`config.mk`:
```
export PLATFORM = sky130hd
export DESIGN_NAME = sdram_arbiter
export DESIGN_NICKNAME = d
export VERILOG_FILES = /design/src/rtl/sdram_arbiter.sv
export SDC_FILE = /design/constraint.sdc
export NUM_CORES = 1
export LEC_CHECK = 0
export BUFFER_PORTS_ARGS = -buffer_cell sky130_fd_sc_hd__buf_2
export CAP_MARGIN = 20
export CORE_UTILIZATION = 41
export CTS_BUF_LIST = sky130_fd_sc_hd__clkbuf_8 sky130_fd_sc_hd__clkbuf_16
export CTS_CLUSTER_SIZE = 16
export DETAILED_ROUTE_END_ITERATION = 8
export HOLD_SLACK_MARGIN = 0.03
export PLACE_DENSITY = 0.76
export SYNTH_ARGS = -nofsm -noshare
export SYNTH_HDL_FRONTEND = slang
export SYNTH_SLANG_ARGS = --single-unit
```
`constraint.sdc`:
```
create_clock -name clk -period 2 [get_ports clk]
set_clock_uncertainty 0.2 [all_clocks]
set_input_delay 0.1 -clock clk [delete_from_list [all_inputs] [get_ports clk]]
set_output_delay 0.1 -clock clk [all_outputs]
set_load 0.02 [all_outputs]
```
`src/rtl/sdram_arbiter.sv`:
```
// Two-master arbiter in front of sdram_controller's single SoC port.
// Picks one master, latches its command, strobes the controller once,
// then waits for the controller's ready (or a timeout) before returning
// read data and an ack/err pulse to the granted master.
module sdram_arbiter #(
    parameter int ADDR_WIDTH     = 23,
    parameter int DATA_WIDTH     = 32,
    parameter int MASK_WIDTH     = 4,
    parameter int PRIORITY_MODE  = 0,
    parameter int TIMEOUT_CYCLES = 1024
) (
    input  logic                  clk,
    input  logic                  reset_port,
    input  logic                  m0_req_port,
    input  logic                  m0_we_port,
    input  logic [ADDR_WIDTH-1:0] m0_addr_port,
    input  logic [DATA_WIDTH-1:0] m0_wr_data_port,
    input  logic [MASK_WIDTH-1:0] m0_wr_mask_port,
    output logic                  m0_ack_port,
    output logic                  m0_err_port,
    output logic [DATA_WIDTH-1:0] m0_rd_data_port,
    input  logic                  m1_req_port,
    input  logic                  m1_we_port,
    input  logic [ADDR_WIDTH-1:0] m1_addr_port,
    input  logic [DATA_WIDTH-1:0] m1_wr_data_port,
    input  logic [MASK_WIDTH-1:0] m1_wr_mask_port,
    output logic                  m1_ack_port,
    output logic                  m1_err_port,
    output logic [DATA_WIDTH-1:0] m1_rd_data_port,
    input  logic                  ctrl_busy_port,
    input  logic                  ctrl_ready_port,
    input  logic [DATA_WIDTH-1:0] ctrl_rd_data_port,
    output logic [ADDR_WIDTH-1:0] ctrl_addr_port,
    output logic [DATA_WIDTH-1:0] ctrl_wr_data_port,
    output logic [MASK_WIDTH-1:0] ctrl_wr_mask_port,
    output logic                  ctrl_wr_en_port,
    output logic                  ctrl_rd_en_port
);

    localparam int CNT_W = $clog2(TIMEOUT_CYCLES) + 1;
    localparam logic [CNT_W-1:0] CNT_LAST = CNT_W'(TIMEOUT_CYCLES - 1);

    typedef enum logic [1:0] {
        S_IDLE,
        S_ISSUE,
        S_WAIT
    } state_t;

    state_t                r_state;
    state_t                w_nextState;
    logic                  r_grant;
    logic                  r_lastGrant;
    logic                  r_we;
    logic [ADDR_WIDTH-1:0] r_addr;
    logic [DATA_WIDTH-1:0] r_wrData;
    logic [MASK_WIDTH-1:0] r_wrMask;
    logic                  r_wrEn;
    logic                  r_rdEn;
    logic                  r_m0Ack;
    logic                  r_m1Ack;
    logic                  r_m0Err;
    logic                  r_m1Err;
    logic [DATA_WIDTH-1:0] r_m0RdData;
    logic [DATA_WIDTH-1:0] r_m1RdData;
    logic [CNT_W-1:0]      r_timeoutCnt;

    logic                  w_elig0;
    logic                  w_elig1;
    logic                  w_pick;
    logic                  w_grantNow;
    logic                  w_done;
    logic                  w_expire;
    logic                  w_pickWe;
    logic [ADDR_WIDTH-1:0] w_pickAddr;
    logic [DATA_WIDTH-1:0] w_pickData;
    logic [MASK_WIDTH-1:0] w_pickMask;

    assign w_pickWe   = w_pick ? m1_we_port      : m0_we_port;
    assign w_pickAddr = w_pick ? m1_addr_port    : m0_addr_port;
    assign w_pickData = w_pick ? m1_wr_data_port : m0_wr_data_port;
    assign w_pickMask = w_pick ? m1_wr_mask_port : m0_wr_mask_port;

    // Winner selection; a master being acked/erred this cycle sits out one cycle
    always_comb begin
        w_elig0 = m0_req_port & ~r_m0Ack & ~r_m0Err;
        w_elig1 = m1_req_port & ~r_m1Ack & ~r_m1Err;
        if (w_elig0 && w_elig1) begin
            w_pick = (PRIORITY_MODE != 0) ? 1'b0 : ~r_lastGrant;
        end else begin
            w_pick = w_elig1;
        end
    end

    // Next-state logic and the one-cycle decision flags for the datapath
    always_comb begin
        w_nextState = r_state;
        w_grantNow  = 1'b0;
        w_done      = 1'b0;
        w_expire    = 1'b0;
        case (r_state)
            S_IDLE: begin
                if (!ctrl_busy_port && (w_elig0 || w_elig1)) begin
                    w_grantNow  = 1'b1;
                    w_nextState = S_ISSUE;
                end
            end
            S_ISSUE: begin
                w_nextState = S_WAIT;
            end
            S_WAIT: begin
                if (ctrl_ready_port) begin
                    w_done      = 1'b1;
                    w_nextState = S_IDLE;
                end else if (r_timeoutCnt == CNT_LAST) begin
                    w_expire    = 1'b1;
                    w_nextState = S_IDLE;
                end
            end
            default: begin
                w_nextState = S_IDLE;
            end
        endcase
    end

    // State register
    always_ff @(posedge clk) begin
        if (reset_port) begin
            r_state <= S_IDLE;
        end else begin
            r_state <= w_nextState;
        end
    end

    // Command latch and single-cycle controller strobes issued on grant
    always_ff @(posedge clk) begin
        if (reset_port) begin
            r_grant  <= 1'b0;
            r_we     <= 1'b0;
            r_addr   <= '0;
            r_wrData <= '0;
            r_wrMask <= '0;
            r_wrEn   <= 1'b0;
            r_rdEn   <= 1'b0;
        end else begin
            r_wrEn <= w_grantNow & w_pickWe;
            r_rdEn <= w_grantNow & ~w_pickWe;
            if (w_grantNow) begin
                r_grant  <= w_pick;
                r_we     <= w_pickWe;
                r_addr   <= w_pickAddr;
                r_wrData <= w_pickData;
                r_wrMask <= w_pickMask;
            end
        end
    end

    // Completion: capture read data, pulse ack or err to the granted master
    always_ff @(posedge clk) begin
        if (reset_port) begin
            r_m0Ack     <= 1'b0;
            r_m1Ack     <= 1'b0;
            r_m0Err     <= 1'b0;
            r_m1Err     <= 1'b0;
            r_m0RdData  <= '0;
            r_m1RdData  <= '0;
            r_lastGrant <= 1'b1;
        end else begin
            r_m0Ack <= w_done & ~r_grant;
            r_m1Ack <= w_done & r_grant;
            r_m0Err <= w_expire & ~r_grant;
            r_m1Err <= w_expire & r_grant;
            if (w_done && !r_we && !r_grant) begin
                r_m0RdData <= ctrl_rd_data_port;
            end
            if (w_done && !r_we && r_grant) begin
                r_m1RdData <= ctrl_rd_data_port;
            end
            if (w_done || w_expire) begin
                r_lastGrant <= r_grant;
            end
        end
    end

    // Timeout counter: cleared while issuing, counts idle WAIT cycles
    always_ff @(posedge clk) begin
        if (reset_port) begin
            r_timeoutCnt <= '0;
        end else if (r_state == S_ISSUE) begin
            r_timeoutCnt <= '0;
        end else if (r_state == S_WAIT && !w_done && !w_expire) begin
            r_timeoutCnt <= r_timeoutCnt + CNT_W'(1);
        end
    end

    assign m0_ack_port       = r_m0Ack;
    assign m1_ack_port       = r_m1Ack;
    assign m0_err_port       = r_m0Err;
    assign m1_err_port       = r_m1Err;
    assign m0_rd_data_port   = r_m0RdData;
    assign m1_rd_data_port   = r_m1RdData;
    assign ctrl_addr_port    = r_addr;
    assign ctrl_wr_data_port = r_wrData;
    assign ctrl_wr_mask_port = r_wrMask;
    assign ctrl_wr_en_port   = r_wrEn;
    assign ctrl_rd_en_port   = r_rdEn;

endmodule

```
==> results.txt <==
After synthesis the netlist holds a flip-flop and latch count of 145. Traced cell by cell, the critical path runs through nor3b_1, buf_4, o21ai_4, buf_12, a21oi_1, a211oi_1. In the synthesized netlist, the number of instances is around 700. The switching power of the nets is between 2 and 2.5 mW. The worst-case register-to-register setup slack is -0.02 ns. The final setup slack of the worst path came out at -0.0202 ns. The power density over the cells is approximately 800 nW/um^2. At the pin with the least slew margin, the transition time is roughly 0.67 ns. The number of H-tree branching levels came out at 4. The clock transition at the registers of the reported paths came out at roughly 0.07 ns. The kind of cell with the highest combined delay along the critical path is compound AO/OA/AOI/OAI gates. The cell area after layout came out at 9560 sq um.

For this design, the slowest cell found on the critical path is sky130_fd_sc_hd__dfxtp_1. The final reports fail on setup timing. The half-perimeter wire length after placement is between 10 and 15 mm. The biggest fanout along the worst timing path is 52. The count of warnings emitted by yosys is 0.

Of the available clock period, the critical path in the final layout requires 101%. The detailed-route DRC error count came out at 0. Counting every net in the synthesized netlist gives between 800 and 900. The count of buffer and inverter cells on the critical path is 2. The die covers 14200 sq um. The post-route antenna net violation count came out at 0. The total power came out at 7.54 mW. The portion of the post-synthesis area used by sequential elements came out at about 52%. The count of placed standard cells including taps is between 1000 and 1500. The count of vias placed by the detailed router is between 7000 and 8000.

The number of top-level pins came out at ~290. Derived from the worst setup path, the maximum achievable clock frequency is between 400 and 500 MHz. The number of buffers inserted during clock tree synthesis came out at 17. The flip-flop cell with the highest count after synthesis is sky130_fd_sc_hd__dfxtp_1.

In this run, the combinational gates consume roughly 18% of the power. The first detailed-routing pass ran for 7 iterations. The growth of design area from synthesis to finish came out at 70.1%.

The count of final max-slew check failures is 0. The stage delay of the slowest cell on the critical path came out at 0.37 ns. The peak supply drop is 0.000678 V. The count of buffers from port buffering came out at between 200 and 300. The mean number of vias per cell came out at 5.37. The average routed wire per standard cell is roughly 17 um. The critical path is of the flip-flop to flip-flop type. The library cell used most frequently in the layout, excluding fill and tap cells, is sky130_fd_sc_hd__buf_2. The placement-stage cell area came out at 7380 sq um. STA classifies the critical path startpoint as a flip-flop. The tool flagged a number of max-cap violations equal to 0. The overall die width came out at 119 um. The number of antenna violations at the first check in global routing is 2. The final critical-path required period came out at between 2 and 2.5 ns.

The overflow left after global routing is 0. The kind of end point of the critical path is a flip-flop. The analysis attributes to cell leakage a power of 4.33 nW.

The number of flops mapped to enable cells by yosys is 0. The internal power consumption came out at about 5.5 mW. The clock network power share came out at 41.4%.

Setup violations remaining at the end of the flow were counted as 1. The number of global-route vias before repair is ~7100. The layout cell share with drive strength beyond 1 came out at 31.2%. The latest clock arrival within the worst-skew pair is a little over 0.4 ns.

The endpoint required time on the critical path came out at 2.08 ns. Setup repair after global routing could not meet its margin everywhere. For this run, the number of standard cells in the final layout without fillers is between 1000 and 1500. For this run, the post-layout net count is between 1000 and 1500. The cell area that synthesis handed to floorplanning was 5620 sq um.

The maximum number of pins on one net before global-route repair came out at roughly 130. The overall track demand over capacity in global routing came out at 31.1%. The wire length of the first global-routing pass is between 30 and 40 mm.

Of the total power, the share spent switching nets is a little over a quarter. After synthesis, the share of flip-flops with an asynchronous set or reset is 0%. The clock net sink count came out at 145.

The initial standard-cell utilization of the core came out at around 42%. TritonCTS built the clock tree. In this run the tightest slew margin relative to its limit is roughly 55%.

The iteration-0 DRC count of the detailed router came out at 595. The vertical die dimension is ~120 um. The sum of routed wire length over all layers came out at about 23 mm. The core region is 13300 sq um.

The number of distinct library cells after synthesis came out at between 40 and 50. Row generation in the floorplan step produced 42 rows. The flow ran to the end, but the final reports show violations. The maximum clock path buffer count is 2. The sequential cell fraction of total power is around two fifths. The mean cell area of the mapped netlist is 7.90 sq um. In this run the clock root is driven by a sky130_fd_sc_hd__clkbuf_16. The final-report hold violation count is 0. The data arrival at the endpoint of the critical path came out at between 2 and 2.5 ns.

Adding up every negative setup slack in the final design gives -0.0202 ns. In the layout the commonest cells are sky130_fd_sc_hd__buf_2 (285), sky130_fd_sc_hd__nand2_1 (195), sky130_fd_sc_hd__dlygate4sd3_1 (153), sky130_fd_sc_hd__dfxtp_1 (144), sky130_fd_sc_hd__a21oi_1 (128). In this run the worst hold path is classified as input pin to flip-flop. At the end of routability-driven placement, the weighted congestion stood at slightly below 0.9.
cells in the mapped netlist (3+ instances only):
cell type	instances	area (sq um)
sky130_fd_sc_hd__clkbuf_1	50	188
sky130_fd_sc_hd__nand2_1	195	732
sky130_fd_sc_hd__nor3b_1	4	30.0
sky130_fd_sc_hd__buf_2	6	30.0
sky130_fd_sc_hd__o21ai_0	4	20.0
sky130_fd_sc_hd__a21oi_1	128	641
sky130_fd_sc_hd__or3_1	5	31.3
sky130_fd_sc_hd__nand2b_1	3	18.8
sky130_fd_sc_hd__nor3_1	5	25.0
sky130_fd_sc_hd__dfxtp_1	145	2900
sky130_fd_sc_hd__nor2_1	68	255
sky130_fd_sc_hd__a211oi_1	59	443
sky130_fd_sc_hd__xor2_1	3	26.3
cells by family after synthesis:
logic type	after synthesis	share of synthesized area, %
DFF	145	51.6
muxes	2	0.356
xor gates and xnor gates	3	0.468
buffers and inverters	58	4.01
adders and majority gates	1	0.223
and+or+nand+nor	298	21.8
AOI/OAI and AO/OA	204	21.5
power by group through the flow:
stage	sequential [mW]	clock, mW	combinational (mW)
global route	3.11	3.30	1.39
global placement	3.15	0	0.963
detailed placement	3.15	0	0.969
CTS	3.09	3.16	1.21
floorplan	3.30	0	0.388
finish	3.10	3.12	1.32
per-stage QoR:
stage / setup WS, ns / util (%) / hold WS [ns]
after global routing: -0.0332 / 71.9 / 0.0789
after global placement: 0.0625 / 55.5 / 0.147
after detailed placement: 0.0205 / 55.5 / 0.151
after floorplan: 0.0601 / - / 0.0360
after CTS: 0.000497 / 71.3 / 0.0304
final: -0.0202 / 71.9 / 0.0380
flip-flops by register name, indices dropped and copies added (netlist names), 2 cells and up:
name and count:
ctrl_addr_port 23, ctrl_wr_data_port 32, ctrl_wr_mask_port 4, m0_rd_data_port 32, m1_rd_data_port 32, r_state 2
r_timeoutCnt 11
cell type report:
class | instances | area (sq um)
Sequential cell | 145 | 2900
Clock inverter | 14 | 138
Antenna cell | 2 | 5.00
Multi-Input combinational cell | 508 | 2550
Inverter | 1 | 3.75
Fill cell | 900 | 3730
Tap cell | 176 | 220
Timing Repair Buffer | 466 | 3310
Clock buffer | 18 | 439
path summary, 6_finish.rpt:
kind                                        from                  to  cells after the start
worst max register to register       m1_err_port  ctrl_addr_port[14]                      6
worst min register to register  r_timeoutCnt[10]    r_timeoutCnt[10]                      2
worst max-delay path                 m1_err_port  ctrl_addr_port[14]                      6
worst min-delay path                  reset_port     r_timeoutCnt[8]                      3
metal layers:
layer	track usage (%)	part of all wire (%)	routed length, um
met5	0	0	0
met1	33.9	37	8430
met4	21.0	6.3	1450
met3	7.95	7.8	1800
met2	53.0	49	11400
repair_timing:
action                                  CTS  global route
hold buffers                            153             0
hold endpoints to repair                134             0
endpoints found under the setup margin    0            43
gates resized for setup                   0             7
setup buffers                             0             1
worst min-delay path, cell delays in order:
cell and delay [ns]:
sky130_fd_sc_hd__buf_4 0.11, sky130_fd_sc_hd__nand2b_1 0.32, sky130_fd_sc_hd__a21oi_1 0.07
(Power assumes the default switching activity.)
